### src/rtl/alu_req_scheduler_pkg.sv
// alu_sched_pkg
// Shared types and constants for the ALU request scheduler:
//   - state_t : scheduler FSM states (IDLE, ISSUE, WAIT, RESP)
//   - FUNC_W / OP_W : function-code and opcode widths
//   - FC_OPn / OPC_n : the eight legal one-hot function codes and their opcodes
package alu_sched_pkg;

   localparam int FUNC_W = 8;
   localparam int OP_W   = 3;

   typedef enum logic [1:0] {
      IDLE  = 2'd0,
      ISSUE = 2'd1,
      WAIT  = 2'd2,
      RESP  = 2'd3
   } state_t;

   // Legal function codes: all-zero plus the one-hot codes above bit 0.
   localparam logic [FUNC_W-1:0] FC_OP0 = 8'h00;
   localparam logic [FUNC_W-1:0] FC_OP1 = 8'h02;
   localparam logic [FUNC_W-1:0] FC_OP2 = 8'h04;
   localparam logic [FUNC_W-1:0] FC_OP3 = 8'h08;
   localparam logic [FUNC_W-1:0] FC_OP4 = 8'h10;
   localparam logic [FUNC_W-1:0] FC_OP5 = 8'h20;
   localparam logic [FUNC_W-1:0] FC_OP6 = 8'h40;
   localparam logic [FUNC_W-1:0] FC_OP7 = 8'h80;

   localparam logic [OP_W-1:0] OPC_0 = 3'd0;
   localparam logic [OP_W-1:0] OPC_1 = 3'd1;
   localparam logic [OP_W-1:0] OPC_2 = 3'd2;
   localparam logic [OP_W-1:0] OPC_3 = 3'd3;
   localparam logic [OP_W-1:0] OPC_4 = 3'd4;
   localparam logic [OP_W-1:0] OPC_5 = 3'd5;
   localparam logic [OP_W-1:0] OPC_6 = 3'd6;
   localparam logic [OP_W-1:0] OPC_7 = 3'd7;

endpackage

### src/rtl/alu_req_scheduler_if.sv
// alu_req_scheduler_if
// Bundles the requester side and the ALU side of the scheduler.
//   req, func_code, opa, opb : per-requester request level, code, operands
//   gnt, rsp_valid, rsp_data : grant and response back to requesters
//   alu_op, alu_a, alu_b, alu_start, alu_result : ALU handshake
//   illegal, busy            : status
// Modports: slave = the scheduler, master = requesters plus ALU.
interface alu_req_scheduler_if
   import alu_sched_pkg::*;
#(
   parameter int NUM_REQ = 4,
   parameter int DATA_W  = 8
);

   logic [NUM_REQ-1:0]        req;
   logic [FUNC_W*NUM_REQ-1:0] func_code;
   logic [DATA_W*NUM_REQ-1:0] opa;
   logic [DATA_W*NUM_REQ-1:0] opb;
   logic [NUM_REQ-1:0]        gnt;
   logic [OP_W-1:0]           alu_op;
   logic [DATA_W-1:0]         alu_a;
   logic [DATA_W-1:0]         alu_b;
   logic                      alu_start;
   logic [DATA_W-1:0]         alu_result;
   logic [NUM_REQ-1:0]        rsp_valid;
   logic [DATA_W-1:0]         rsp_data;
   logic                      illegal;
   logic                      busy;

   modport slave (
      input  req, func_code, opa, opb, alu_result,
      output gnt, alu_op, alu_a, alu_b, alu_start, rsp_valid, rsp_data, illegal, busy
   );

   modport master (
      output req, func_code, opa, opb, alu_result,
      input  gnt, alu_op, alu_a, alu_b, alu_start, rsp_valid, rsp_data, illegal, busy
   );

endinterface

### src/rtl/alu_req_scheduler_funccode_enc.sv
// funccode_enc
// Combinational encoder from an 8-bit function code to the 3-bit ALU opcode.
//   func_code : in  8-bit code (legal: 0x00 or one-hot above bit 0)
//   opcode    : out encoded opcode, 0 for anything illegal
//   illegal   : out high when func_code is not one of the eight legal codes
module funccode_enc
   import alu_sched_pkg::*;
(
   input  logic [FUNC_W-1:0] func_code,
   output logic [OP_W-1:0]   opcode,
   output logic              illegal
);

   always_comb begin
      // NOTE: every output gets a default before the case so no path leaves it unassigned (no latch).
      opcode  = OPC_0;
      illegal = 1'b0;
      case (func_code)
         FC_OP0:  opcode = OPC_0;
         FC_OP1:  opcode = OPC_1;
         FC_OP2:  opcode = OPC_2;
         FC_OP3:  opcode = OPC_3;
         FC_OP4:  opcode = OPC_4;
         FC_OP5:  opcode = OPC_5;
         FC_OP6:  opcode = OPC_6;
         FC_OP7:  opcode = OPC_7;
         default: illegal = 1'b1;   // 0x01 and multi-bit codes run as opcode 0
      endcase
   end

endmodule

### src/rtl/alu_req_scheduler.sv
// alu_req_scheduler
// Shares one ALU between NUM_REQ requesters with round-robin arbitration.
// One transaction: IDLE (arbitrate) -> ISSUE (alu_start) -> WAIT (ALU_LAT
// cycles) -> RESP (rsp_valid pulse) -> IDLE. All outputs are registered.
//   clk, rst_n : clock, asynchronous active-low reset
//   bus        : alu_req_scheduler_if.slave (requester and ALU signals)
module alu_req_scheduler
   import alu_sched_pkg::*;
#(
   parameter int NUM_REQ = 4,
   parameter int DATA_W  = 8,
   parameter int ALU_LAT = 1
)
(
   input  logic               clk,
   input  logic               rst_n,
   alu_req_scheduler_if.slave bus
);

   localparam int IDX_W = $clog2(NUM_REQ);
   localparam int CNT_W = $clog2(ALU_LAT + 1);

   state_t             state;
   logic [IDX_W-1:0]   ptr;
   logic [IDX_W-1:0]   winner;
   logic [CNT_W-1:0]   cnt;
   logic [IDX_W-1:0]   pick;
   logic [FUNC_W-1:0]  win_code;
   logic [OP_W-1:0]    enc_op;
   logic               enc_illegal;

   // First set req bit found scanning upward from p, wrapping at NUM_REQ.
   // Scanning k downward lets the smallest offset overwrite the result last.
   function automatic logic [IDX_W-1:0] rr_pick(input logic [NUM_REQ-1:0] r,
                                                 input logic [IDX_W-1:0]   p);
      logic [IDX_W-1:0] w;
      int               idx;
      w = p;
      for (int k = NUM_REQ - 1; k >= 0; k--) begin
         idx = (int'(p) + k) % NUM_REQ;
         if (r[IDX_W'(idx)]) w = IDX_W'(idx);
      end
      return w;
   endfunction

   function automatic logic [NUM_REQ-1:0] onehot(input logic [IDX_W-1:0] i);
      logic [NUM_REQ-1:0] v;
      v    = '0;
      v[i] = 1'b1;
      return v;
   endfunction

   assign pick     = rr_pick(bus.req, ptr);
   assign win_code = bus.func_code[FUNC_W*pick +: FUNC_W];

   funccode_enc u_enc (
      .func_code (win_code),
      .opcode    (enc_op),
      .illegal   (enc_illegal)
   );

   always_ff @(posedge clk or negedge rst_n) begin
      if (!rst_n) begin
         state         <= IDLE;
         ptr           <= '0;
         winner        <= '0;
         cnt           <= '0;
         bus.gnt       <= '0;
         bus.alu_op    <= '0;
         bus.alu_a     <= '0;
         bus.alu_b     <= '0;
         bus.alu_start <= 1'b0;
         bus.rsp_valid <= '0;
         bus.rsp_data  <= '0;
         bus.illegal   <= 1'b0;
         bus.busy      <= 1'b0;
      end else begin
         // NOTE: non-blocking assignments so every register updates from pre-edge values.
         // Single-cycle pulses default low; the state that raises them overrides.
         bus.alu_start <= 1'b0;
         bus.illegal   <= 1'b0;
         bus.rsp_valid <= '0;
         case (state)
            IDLE: begin
               if (|bus.req) begin
                  // Everything the transaction needs is captured here, so the
                  // requester may drop req or change operands afterwards.
                  winner        <= pick;
                  bus.gnt       <= onehot(pick);
                  bus.alu_op    <= enc_op;
                  bus.illegal   <= enc_illegal;
                  bus.alu_a     <= bus.opa[DATA_W*pick +: DATA_W];
                  bus.alu_b     <= bus.opb[DATA_W*pick +: DATA_W];
                  bus.alu_start <= 1'b1;
                  bus.busy      <= 1'b1;
                  state         <= ISSUE;
               end
            end
            ISSUE: begin
               cnt   <= CNT_W'(ALU_LAT);
               state <= WAIT;
            end
            WAIT: begin
               if (cnt == CNT_W'(1)) begin
                  bus.rsp_data  <= bus.alu_result;
                  bus.rsp_valid <= onehot(winner);
                  state         <= RESP;
               end else begin
                  cnt <= cnt - 1'b1;
               end
            end
            RESP: begin
               // Winner drops to lowest priority for the next arbitration.
               ptr      <= (winner == IDX_W'(NUM_REQ - 1)) ? '0 : winner + 1'b1;
               bus.gnt  <= '0;
               bus.busy <= 1'b0;
               state    <= IDLE;
            end
            default: state <= IDLE;
         endcase
      end
   end

endmodule

### src/flat_wrapper.sv
// flat-port wrapper written by rule: the top's interface ports become plain ports
module alu_req_scheduler_flat import alu_sched_pkg::*;
#(
   parameter int NUM_REQ = 4,
   parameter int DATA_W  = 8,
   parameter int ALU_LAT = 1
)
  (clk, rst_n, bus_req, bus_func_code, bus_opa, bus_opb, bus_alu_result, bus_gnt, bus_alu_op, bus_alu_a, bus_alu_b, bus_alu_start, bus_rsp_valid, bus_rsp_data, bus_illegal, bus_busy);
  alu_req_scheduler_if #(.NUM_REQ(NUM_REQ), .DATA_W(DATA_W)) bus_i ();
  input  logic clk;
  input  logic rst_n;
  input wire logic [$bits(bus_i.req)-1:0] bus_req;
  input wire logic [$bits(bus_i.func_code)-1:0] bus_func_code;
  input wire logic [$bits(bus_i.opa)-1:0] bus_opa;
  input wire logic [$bits(bus_i.opb)-1:0] bus_opb;
  input wire logic [$bits(bus_i.alu_result)-1:0] bus_alu_result;
  output wire logic [$bits(bus_i.gnt)-1:0] bus_gnt;
  output wire logic [$bits(bus_i.alu_op)-1:0] bus_alu_op;
  output wire logic [$bits(bus_i.alu_a)-1:0] bus_alu_a;
  output wire logic [$bits(bus_i.alu_b)-1:0] bus_alu_b;
  output wire logic [$bits(bus_i.alu_start)-1:0] bus_alu_start;
  output wire logic [$bits(bus_i.rsp_valid)-1:0] bus_rsp_valid;
  output wire logic [$bits(bus_i.rsp_data)-1:0] bus_rsp_data;
  output wire logic [$bits(bus_i.illegal)-1:0] bus_illegal;
  output wire logic [$bits(bus_i.busy)-1:0] bus_busy;
  assign bus_i.req = bus_req;
  assign bus_i.func_code = bus_func_code;
  assign bus_i.opa = bus_opa;
  assign bus_i.opb = bus_opb;
  assign bus_i.alu_result = bus_alu_result;
  assign bus_gnt = bus_i.gnt;
  assign bus_alu_op = bus_i.alu_op;
  assign bus_alu_a = bus_i.alu_a;
  assign bus_alu_b = bus_i.alu_b;
  assign bus_alu_start = bus_i.alu_start;
  assign bus_rsp_valid = bus_i.rsp_valid;
  assign bus_rsp_data = bus_i.rsp_data;
  assign bus_illegal = bus_i.illegal;
  assign bus_busy = bus_i.busy;
  alu_req_scheduler #(.NUM_REQ(NUM_REQ), .DATA_W(DATA_W), .ALU_LAT(ALU_LAT)) u_core (.clk(clk), .rst_n(rst_n), .bus(bus_i));
endmodule
### config.mk
export PLATFORM = sky130hd
export DESIGN_NAME = alu_req_scheduler_flat
export DESIGN_NICKNAME = d
export VERILOG_FILES = /design/src/rtl/alu_req_scheduler_pkg.sv /design/src/rtl/alu_req_scheduler_if.sv /design/src/rtl/alu_req_scheduler_funccode_enc.sv /design/src/rtl/alu_req_scheduler.sv /design/src/flat_wrapper.sv
export SDC_FILE = /design/constraint.sdc
export NUM_CORES = 1
export LEC_CHECK = 0
export ABC_AREA = 1
export CORE_ASPECT_RATIO = 1.2
export CORE_UTILIZATION = 41
export DETAILED_ROUTE_END_ITERATION = 8
export PLACE_DENSITY = 0.82
export SLEW_MARGIN = 20
export SYNTH_ARGS = -nofsm -noshare
export SYNTH_HDL_FRONTEND = slang
export SYNTH_SLANG_ARGS = --single-unit
### constraint.sdc
create_clock -name clk -period 2.3 [get_ports clk]
set_input_delay 0.345 -clock clk [delete_from_list [all_inputs] [get_ports clk]]
set_output_delay 0.345 -clock clk [all_outputs]
set_load 0.005 [all_outputs]
After elaboration in Yosys (flattened, before gate mapping):

Index checks and enable logic that the tools add are counted.

* add/sub/neg operators: 5
* order comparisons: 8
* equality and inequality tests: 13
* shifts and indexed selects: 3
* mux-type cells: 38
* reductions and logical operators: 12

Operators with widths (count)
* 32-bit by 6-bit indexed part select with 8-bit output: 3
* 3-bit one-hot mux with 7 select lines: 1
* 1-bit 2-to-1 mux: 17
* 2-bit by 4-bit < comparator with 1-bit output (second input constant): 4
* 2-bit 2-to-1 mux: 7
* 4-bit 2-to-1 mux: 3
* 1-bit binary-select mux with 2-bit select: 4
* 8-bit by 2-bit equality test with 1-bit output (second input constant): 1
* 8-bit by 3-bit equality test with 1-bit output (second input constant): 1
* 8-bit by 4-bit equality test with 1-bit output (second input constant): 1
* 8-bit by 5-bit equality test with 1-bit output (second input constant): 1
* 8-bit by 6-bit equality test with 1-bit output (second input constant): 1
* 8-bit by 7-bit equality test with 1-bit output (second input constant): 1
* 8-bit equality test (second input constant): 1
* 8-bit logical NOT: 1
* 2-bit one-hot mux with 4 select lines: 1
* 4-bit one-hot mux with 2 select lines: 1
* 2-bit AND reduction: 4
* 8-bit OR reduction: 1
* 2-bit equality test (second input constant): 3
* 2-bit by 3-bit < comparator with 1-bit output (second input constant): 2
* 2-bit by 1-bit adder with 2-bit output (second input constant): 2
* 2-bit adder (second input constant): 2
* 1-bit demux with 2-bit select: 2
* other kinds (9): 14

* register bits: 45
* input port bits: 110
* word-level logic and storage cells: 92

Longest topological paths before layout:

Gate-level depths: netlist of run 1.

* word-level depth: 14
* gate-level depth with buffers: 24
* mapped depth without buffers: 22

Hierarchy:

Synthesis of run 1 repeated with hierarchy kept, for this count alone.

* cells, all modules: 488
* area, all modules: 3357.0 µm²

By module, submodules not included
* alu_req_scheduler: instances 1, cells each 452, area each 3135.5 µm², sequential area each 1126.1 µm²
* funccode_enc: instances 1, cells each 36, area each 221.5 µm², sequential area each 0.0 µm²

Worst setup path after synthesis of run 1:

No wires, ideal clock.

* path kind: reg2reg
* from: register u_core.ptr[0]
* to: register u_core.bus.illegal
* setup time: 0.121 ns
* arrival time: 1.997 ns
* data required time: 2.179 ns
* setup slack: 0.182 ns
* cell stages (with the launch flop): 23
* path buffers: 2
* clock period less this slack: 2.118 ns
* cell sequence: dfrtp_1 > buf_6 > inv_6 > nand2_1 > nand2_1 > nand2_1 > nand2_1 > nand2_2 > nand2_4 > nand2_2 > nand2_4 > nand2_4 > buf_6 > nand2_1 > nand2_1 > nand2_1 > nand2_2 > a21oi_2 > nand2_2 > nor2_2 > nor2_1 > nand2_1 > nor2_1

* word-level cells in the longest chain between the ends: 14
* elaborated cells between the ends (all ways): 32
* those cells by class: add/sub: 3; eq/ne: 7; shift: 1; mux: 19; reduce/logical: 2

RTL lines
* from (decl): RTL line alu_req_scheduler.sv:24 `logic [IDX_W-1:0] ptr;`
* from (signal assigned): RTL line alu_req_scheduler.sv:114 `ptr <= (winner == IDX_W'(NUM_REQ - 1)) ? '0 : winner + 1'b1;`
* 2-bit adder: RTL line alu_req_scheduler.sv:40 `idx = (int'(p) + k) % NUM_REQ;`
* 1-bit binary-select mux with 2-bit select: RTL line alu_req_scheduler.sv:41 `if (r[IDX_W'(idx)]) w = IDX_W'(idx);`
* 1-bit 2-to-1 mux (not written as such) (2 in a row): RTL line alu_req_scheduler.sv:41
* 2-bit 2-to-1 mux (3 in a row): RTL line alu_req_scheduler.sv:41
* 2-bit 2-to-1 mux *: RTL line alu_req_scheduler.sv:41
* 32-bit by 6-bit indexed part select with 8-bit output *: RTL line alu_req_scheduler.sv:54 `assign win_code = bus.func_code[FUNC_W*pick +: FUNC_W];`
* 8-bit equality test, or another cell as far along: RTL line alu_req_scheduler_funccode_enc.sv:18 `case (func_code)`
* 8-bit OR reduction (no source line) *
* 1-bit 2-to-1 mux *: RTL line alu_req_scheduler_funccode_enc.sv:18
* 1-bit 2-to-1 mux *: RTL line alu_req_scheduler.sv:85 `if (|bus.req) begin`
* 1-bit 2-to-1 mux *: RTL line alu_req_scheduler.sv:83 `case (state)`
* to (signal assigned): RTL line alu_req_scheduler.sv:91 `bus.illegal <= enc_illegal;`
* to (decl): RTL line alu_req_scheduler_if.sv:32 `output gnt, alu_op, alu_a, alu_b, alu_start, rsp_valid, rsp_data, illegal, busy`

Mark *: on every way between the ends. The rest lies on a longest branch, timed or not. The select of a mux whose other input is x is not followed.
A chain may end at the register's enable or synchronous reset.

Final worst setup path of run 1:

Same ends and word-level chain as after synthesis.

==> results of run 1 <==
==> flip-flops by register name, summed over array words and instances (netlist names), 2 cells and up <==
name / count
u_core.ptr: 2
u_core.bus.alu_op: 3
u_core.bus.alu_a: 8
u_core.state: 2
u_core.bus.alu_b: 8
u_core.winner: 2
u_core.bus.rsp_data: 8
u_core.bus.gnt: 4
u_core.bus.rsp_valid: 4
==> synthesized netlist by cell type (4+ instances only) <==
master,n,area (µm²)
nand2_1,172,646
dfrtp_1,45,1130
inv_1,38,143
nand3_1,27,135
nor2_1,25,93.8
a22oi_1,12,90.1
nand4_1,10,62.6
mux2_2,8,90.1
o21ai_0,8,40.0
ha_1,7,87.6
buf_2,6,30.0
nand2_2,6,37.5
nand3b_1,6,45.0
a31oi_1,5,31.3
inv_2,5,18.8
clkbuf_1,4,15.0
==> worst max-delay path by stage <==
| stage | startpoint | to | slack, ps | cells past startpoint |
|---|---|---|---|---|
| after global routing | u_core.ptr[0]$_DFFE_PN0P_ | u_core.bus.illegal$_DFF_PN0_ | -280 | 20 |
| after CTS | bus_req[1] | u_core.bus.illegal$_DFF_PN0_ | -30 | 21 |
| final | u_core.ptr[0]$_DFFE_PN0P_ | u_core.bus.illegal$_DFF_PN0_ | -130 | 20 |
| after global placement | bus_req[3] | u_core.bus.illegal$_DFF_PN0_ | -230 | 21 |
| after detailed placement | bus_req[1] | u_core.bus.illegal$_DFF_PN0_ | -370 | 20 |
| after floorplan | u_core.ptr[0]$_DFFE_PN0P_ | u_core.bus.illegal$_DFF_PN0_ | 180 | 22 |
==> per-stage QoR <==
| step | instance area [µm²] | hold WS (ps) | worst slack, ps | utilization |
|---|---|---|---|---|
| 3_5_place_dp | 4670 | 329 | -369 | 0.677 |
| 3_3_place_gp | 4670 | 327 | -231 | 0.677 |
| 2_1_floorplan | 2950 | 49.4 | 182 | - |
| 6_report | 5210 | 4.22 | -132 | 0.755 |
| 5_1_grt | 5210 | 29.1 | -283 | 0.755 |
| 4_1_cts | 4800 | 15.3 | -32.9 | 0.696 |
==> power breakdown <==
group | switching (W) | internal (W) | leakage (nW)
Combinational | 0.00364 | 0.00302 | 1.84
Sequential | 0.000221 | 0.00116 | 0.552
Clock | 0.000241 | 0.000210 | 0.0450
==> cells by family (layout without fill, tap and decap cells) <==
family	Yosys count	count (layout)	synth area share
buffers and inverters	60	233	0.0921
DFF	45	45	0.382
and+or+nand+nor	255	256	0.379
adders and majority gates	7	7	0.0297
muxes	8	8	0.0306
AOI/OAI and AO/OA	38	38	0.0866
==> worst reg2reg max path, stage by stage, from the launching register on <==
cell and delay, ps:
dfrtp_2 480, buf_6 160, nand2_2 70, nand2_2 60, nand2_1 100, nand2_1 70, inv_2 70, nand2_4 60
nand3_4 160, buf_6 160, nand3b_1 90, nand2_1 110, nand2_1 80, nand2_2 100, nand2_2 80, inv_2 90
nand3_2 90, nor2_2 150, nor2_1 60, nand2_1 60, nor2_1 40
==> metal layers <==
metal / up-vias / global-route usage
li1: 1673 / -
met1: 1599 / 0.237
met2: 126 / 0.441
met3: 18 / 0.0406
met4: 0 / 0.0636
met5: - / 0
==> layout make-up <==
type / count / area, µm²
timing repair buffer: 181 / 1860
multi-input combinational: 309 / 1860
fill: 488 / 1690
sequential: 45 / 1130
inverter: 44 / 170
tap: 87 / 109
clock buffer: 6 / 72.6
clock inverter: 2 / 10.0
==> what timing repair did <==
action                                  in CTS  in global routing
resized for setup                           10                 89
endpoints found under the setup margin      13                 20
pin swaps                                    2                 24
endpoints found under the hold margin        0                  0
buffers inserted                             2                  6
cloned                                       0                  3
==> results by group, run 1 <==
Setup path
  • Crit Path Max Fanout: 8
  • Critical Path Source Type: register
  • Slowest CP cell: dfrtp_2
  • Worst Path Class, Setup: register to register
  • CP delay by family, top: simple AND/OR/NAND/NOR gates
  • WP data arrival: 2610 ps
  • Critical path cell sequence: buf_6, nand2_2, nand2_2, nand2_1, nand2_1, inv_2, nand2_4, nand3_4, buf_6, nand3b_1, nand2_1, nand2_1, nand2_2, nand2_2, inv_2, nand3_2, nor2_2, nor2_1, nand2_1, nor2_1
  • CP max stage delay: 480 ps
  • Reg2reg end: u_core.bus.illegal$_DFF_PN0_
  • Buffers plus inverters on the worst setup path: 4
  • RR Startpoint: u_core.ptr[0]$_DFFE_PN0P_
  • Cell mode on critical path: nand2_1
  • Reg2Reg Depth: 20
  • R2R Setup Slk: -130 ps
  • CP Capture Type: register
  • Req. time, crit path: 2480 ps

Timing
  • Max frequency: 411 MHz
  • Final setup TNS: -698 ps
  • Endpoints failing hold: 0
  • Count of final setup violators: 16
  • Min cycle time layout: 2430 ps
  • Tightest Pin Transition: 543 ps
  • Slew headroom: 0.635
  • Final Skew: 5.41 ps
  • RSZ-0062 raised after global routing: true
  • Max-slew violations: 0
  • Period utilization: 1.06
  • PnR worst setup slack: -132 ps

Routing
  • Final WL: 9670 µm
  • Antenna viol nets, final: 0
  • Vias: 3416
  • Met3 WL: 593 µm
  • Detailed Route Iter0 Violations: 124
  • WL met2: 5210 µm
  • DRC Markers: 0
  • Wirelength per Cell: 14.3 µm
  • DR pass1 iterations: 4
  • Vias per cell: 5.07
  • Met1 WL: 3690 µm
  • Top Metal Used: met4

Yosys
  • Ys flop type: dfrtp_1
  • Synth Register Bits: 45
  • Post-synthesis instance total: 413
  • Post-Syn Area: 2950 µm²
  • Syn Area/Cell: 7.14 µm²
  • Ys async rst share: 1.00
  • Syn. warnings: 0
  • EDFF count, synth: 0
  • Post-synth cell types: 31
  • Syn_nets: 530
  • Register area share after synthesis: 0.382

CTS
  • Clock transition at path regs: 80 ps
  • CTS root buf: clkbuf_8
  • CTS tree: done
  • CTS buffer count: 5
  • Clk buf depth: 2
  • H-tree depth: 2
  • CTS Sinks: 45
  • Later-pin clock latency in the skew report: 290 ps
  • Hold Buf Count CTS: 0

Place
  • IO Port Bufs: 147
  • Cells after DPL: 655
  • DPL Wire Length: 6810 µm
  • Final Wtd Congestion: 0.814

Pwr
  • Pwr/cell area: 1630 nW/µm²
  • Cell leakage power: 2.44 nW
  • Peak supply drop: 1.12 mV
  • Final Total Pwr: 0.00849 W

Die
  • Die width: 79.4 µm
  • Initial core utilization: 0.428
  • Site Rows: 33
  • DIE AREA: 7530 µm²
  • Core region area: 6900 µm²
  • Ports: 148
  • Die height: 94.9 µm

GRT
  • First-pass GRT wire length: 13300 µm
  • Largest net degree at the start of global routing: 22
  • Initial antenna violation count: 0
  • Total congestion overflow: 0
  • Total track usage: 0.223
  • Vias in the first global route: 3126

Finish
  • # diodes: 0
  • Final #Nets: 703
  • Fraction of layout cells with a size suffix above 1: 0.244
  • Area grow syn2layout: 76.7%
  • Commonest non-fill, non-tap cell in the layout: clkdlybuf4s50_1
  • Finished Layout Cells: 674
  • Commonest cells after routing, fill and taps aside: 142 x clkdlybuf4s50_1, 134 x nand2_1, 43 x dfrtp_1, 35 x nand2_2, 33 x inv_1

Outcome
  • Failing checks: setup timing
  • Status: finished, violations left

Job
  • Max Cap Viol: 0

Min path
  • HP Class: input pin to asynchronous set/reset pin
(Power assumes the default switching activity.)
==> run 2, diff against run 1 <==
--- a/config.mk
+++ b/config.mk
@@ -9,7 +9,7 @@
 export CORE_ASPECT_RATIO = 1.2
 export CORE_UTILIZATION = 41
 export DETAILED_ROUTE_END_ITERATION = 8
-export PLACE_DENSITY = 0.82
+export PLACE_DENSITY = 0.93
 export SLEW_MARGIN = 20
 export SYNTH_ARGS = -nofsm -noshare
 export SYNTH_HDL_FRONTEND = slang
==> results by group, run 2 (synthesis results as in run 1) <==
Timing
  • Tightest Pin Transition: 643 ps (+100 ps)
  • Max frequency: 414 MHz (+0.72%)
  • RSZ-0062 raised after global routing: true
  • Slew headroom: 0.567 (-0.0680)
  • Hold slack: 110 ps (+106 ps)
  • Final Skew: 8.75 ps (+3.35 ps)
  • Period utilization: 1.05 (-0.00756)
  • Endpoints failing hold: 0 (unchanged)
  • PnR worst setup slack: -115 ps (+17.4 ps)
  • Max-slew violations: 0 (unchanged)
  • Min cycle time layout: 2410 ps (-17.4 ps)
  • Count of final setup violators: 4 (-12)
  • Final setup TNS: -276 ps (+423 ps)

Outcome
  • Status: finished, violations left
  • Failing checks: setup timing

Routing
  • DRC Markers: 0 (unchanged)
  • Final WL: 10000 µm (+3.6%)
  • Wirelength per Cell: 14.9 µm (+3.9%)
  • Antenna viol nets, final: 0 (unchanged)
  • Vias: 3477 (+1.8%)
  • DR pass1 iterations: 4 (unchanged)
  • Vias per cell: 5.17 (+2.1%)
  • Detailed Route Iter0 Violations: 140 (+13%)

CTS
  • CTS buffer count: 5 (unchanged)
  • CTS tree: done
  • Later-pin clock latency in the skew report: 300 ps (about the same)
  • Clk buf depth: 2 (unchanged)
  • Hold Buf Count CTS: 0 (unchanged)
  • CTS root buf: clkbuf_8
  • CTS Sinks: 45 (unchanged)
  • Clock transition at path regs: 90 ps (about the same)
  • H-tree depth: 2 (unchanged)

Finish
  • Commonest non-fill, non-tap cell in the layout: nand2_1
  • Final #Nets: 701 (-0.28%)
  • # diodes: 0 (unchanged)
  • Fill cells: 459 (-5.9%)
  • Fraction of layout cells with a size suffix above 1: 0.188 (-0.0556)
  • Area grow syn2layout: 71.8%
  • Storage element area: 1130 µm² (-0.11%)
  • Area occupied by multi-input gates: 1710 µm² (-7.9%)
  • Final core utilization: 0.735 (-0.0207)
  • Commonest cells after routing, fill and taps aside: 156 x nand2_1, 144 x clkdlybuf4s50_1, 44 x dfrtp_1, 34 x inv_1, 23 x nand3_1
  • Top Registers: u_core.bus.alu_a: 8 flops, u_core.bus.alu_b: 8 flops, u_core.bus.rsp_data: 8 flops

Setup path
  • WP data arrival: 2600 ps (about the same)
  • Crit Path Max Fanout: 8 (unchanged)
  • Worst Path Class, Setup: input pin to register
  • CP Capture Type: register
  • Req. time, crit path: 2490 ps (about the same)
  • RR Startpoint: u_core.ptr[0]$_DFFE_PN0P_
  • CP Launch Point: bus_req[1]
  • Critical Path Source Type: input pin

Pwr
  • Pwr/cell area: 1600 nW/µm² (-1.6%)
  • Switching part of the total: 0.473 (-0.00993)
  • Clock Power Share: 0.073 (+0.020)
  • Part of the power in registers: 0.170 (+0.008)
  • Cell leakage power: 2.37 nW (-2.9%)
  • NetSw: 0.00384 W (-6.2%)
  • P_int: 0.00428 W (-2.4%)
  • Final Total Pwr: 0.00813 W (-4.2%)
  • Comb pwr share: 0.757 (-0.028)
  • Peak supply drop: 1.00 mV (-11%)

Min path
  • HP Class: input pin to asynchronous set/reset pin

Die
  • Core region area: 6900 µm² (unchanged)
  • Site Rows: 33 (unchanged)
  • Initial core utilization: 0.428 (unchanged)
  • Die width: 79.4 µm (unchanged)
  • DIE AREA: 7530 µm² (unchanged)
  • Die height: 94.9 µm (unchanged)
  • Ports: 148 (unchanged)

Job
  • Max Cap Viol: 0 (unchanged)

GRT
  • GRT met2 Usage: 0.456 (+0.0151)
  • Initial antenna violation count: 0 (unchanged)
  • Layer with the highest usage: met2
  • Vias in the first global route: 3173 (+1.5%)
  • Total track usage: 0.235 (+0.0116)
  • Met1 Use GR: 0.238 (+0.000319)
  • Largest net degree at the start of global routing: 46 (+110%)
  • GR Util met3: 0.0454 (+0.00483)
  • Total congestion overflow: 0 (unchanged)
  • First-pass GRT wire length: 13700 µm (+2.9%)

Place
  • Final Wtd Congestion: 0.865 (+6.2%)
  • IO Port Bufs: 147 (unchanged)
  • DPL Wire Length: 6880 µm (+0.98%)
[run 2: critical path, cell delays in order]
cell and delay, ps:
clkdlybuf4s50_1 500, inv_1 70, nand2_1 100, nand3_2 100, nand2_2 80, inv_1 50
nand2_2 80, nand2_4 60, nand2_4 80, nand2_8 80, buf_12 140, nand3_1 70
nand2_1 70, nand2_1 90, nand2_2 90, a21oi_4 160, nand2_2 130, nor2_4 130
nor2_1 50, nand2_1 60, nor2_1 40
[run 2: worst paths after layout]
check                                               endpoint  slack (ps)  cells past startpoint
worst min-delay path                  u_core.cnt$_DFFE_PN0P_         110                      2
min in group clk                      u_core.cnt$_DFFE_PN0P_         480                      2
worst min register to register        u_core.cnt$_DFFE_PN0P_         480                      2
worst max-delay path            u_core.bus.illegal$_DFF_PN0_        -110                     21
max in group asynchronous          u_core.ptr[0]$_DFFE_PN0P_        1780                      2
worst max register to register  u_core.bus.illegal$_DFF_PN0_        -100                     20
[run 2: timing repair]
action | CTS | global route
pin swaps | 5 | 12
gates resized for setup | 16 | 40
buffers inserted | 6 | 4
endpoints found under the setup margin | 20 | 20
gates cloned | 0 | 2
[run 2: power groups by stage]
stage	Clock [W]	Sequential (W)	Combinational (W)
final	0.000596	0.00138	0.00615
after global routing	0.000636	0.00141	0.00665
after CTS	0.000603	0.00137	0.00547
after detailed placement	0	0.00139	0.00504
after global placement	0	0.00137	0.00484
after floorplan	0	0.00136	0.00320
[run 2: area by class of cell]
class | instances | area share
clock inverters | 3 | 0.00914
repair buffers | 180 | 0.362
clock buffers | 5 | 0.0136
flip-flops and latches | 45 | 0.223
inverters | 44 | 0.0336
multi-input cells | 308 | 0.338
well taps | 87 | 0.0215
[run 2: layer usage]
metal  vias up  wire [µm]
met5         -          0
met4         0        497
met3        46        754
met2       176       5260
met1      1591       3510
li1       1664          -
[run 2: per-stage QoR]
stage / instance area [µm²] / instances / setup WS (ps)
2_1_floorplan: 2950 / 413 / 182
3_3_place_gp: 4630 / 652 / -259
3_5_place_dp: 4630 / 652 / -419
4_1_cts: 4870 / 666 / -12.4
5_1_grt: 5060 / 672 / -240
6_report: 5060 / 672 / -115
==> run 3, diff against run 2 <==
--- a/config.mk
+++ b/config.mk
@@ -8,6 +8,7 @@
 export ABC_AREA = 1
 export CORE_ASPECT_RATIO = 1.2
 export CORE_UTILIZATION = 41
+export CTS_CLUSTER_DIAMETER = 60
 export DETAILED_ROUTE_END_ITERATION = 8
 export PLACE_DENSITY = 0.93
 export SLEW_MARGIN = 20
==> results of run 3 <==
Final layout, timing and power as in run 2 (identical DEF).
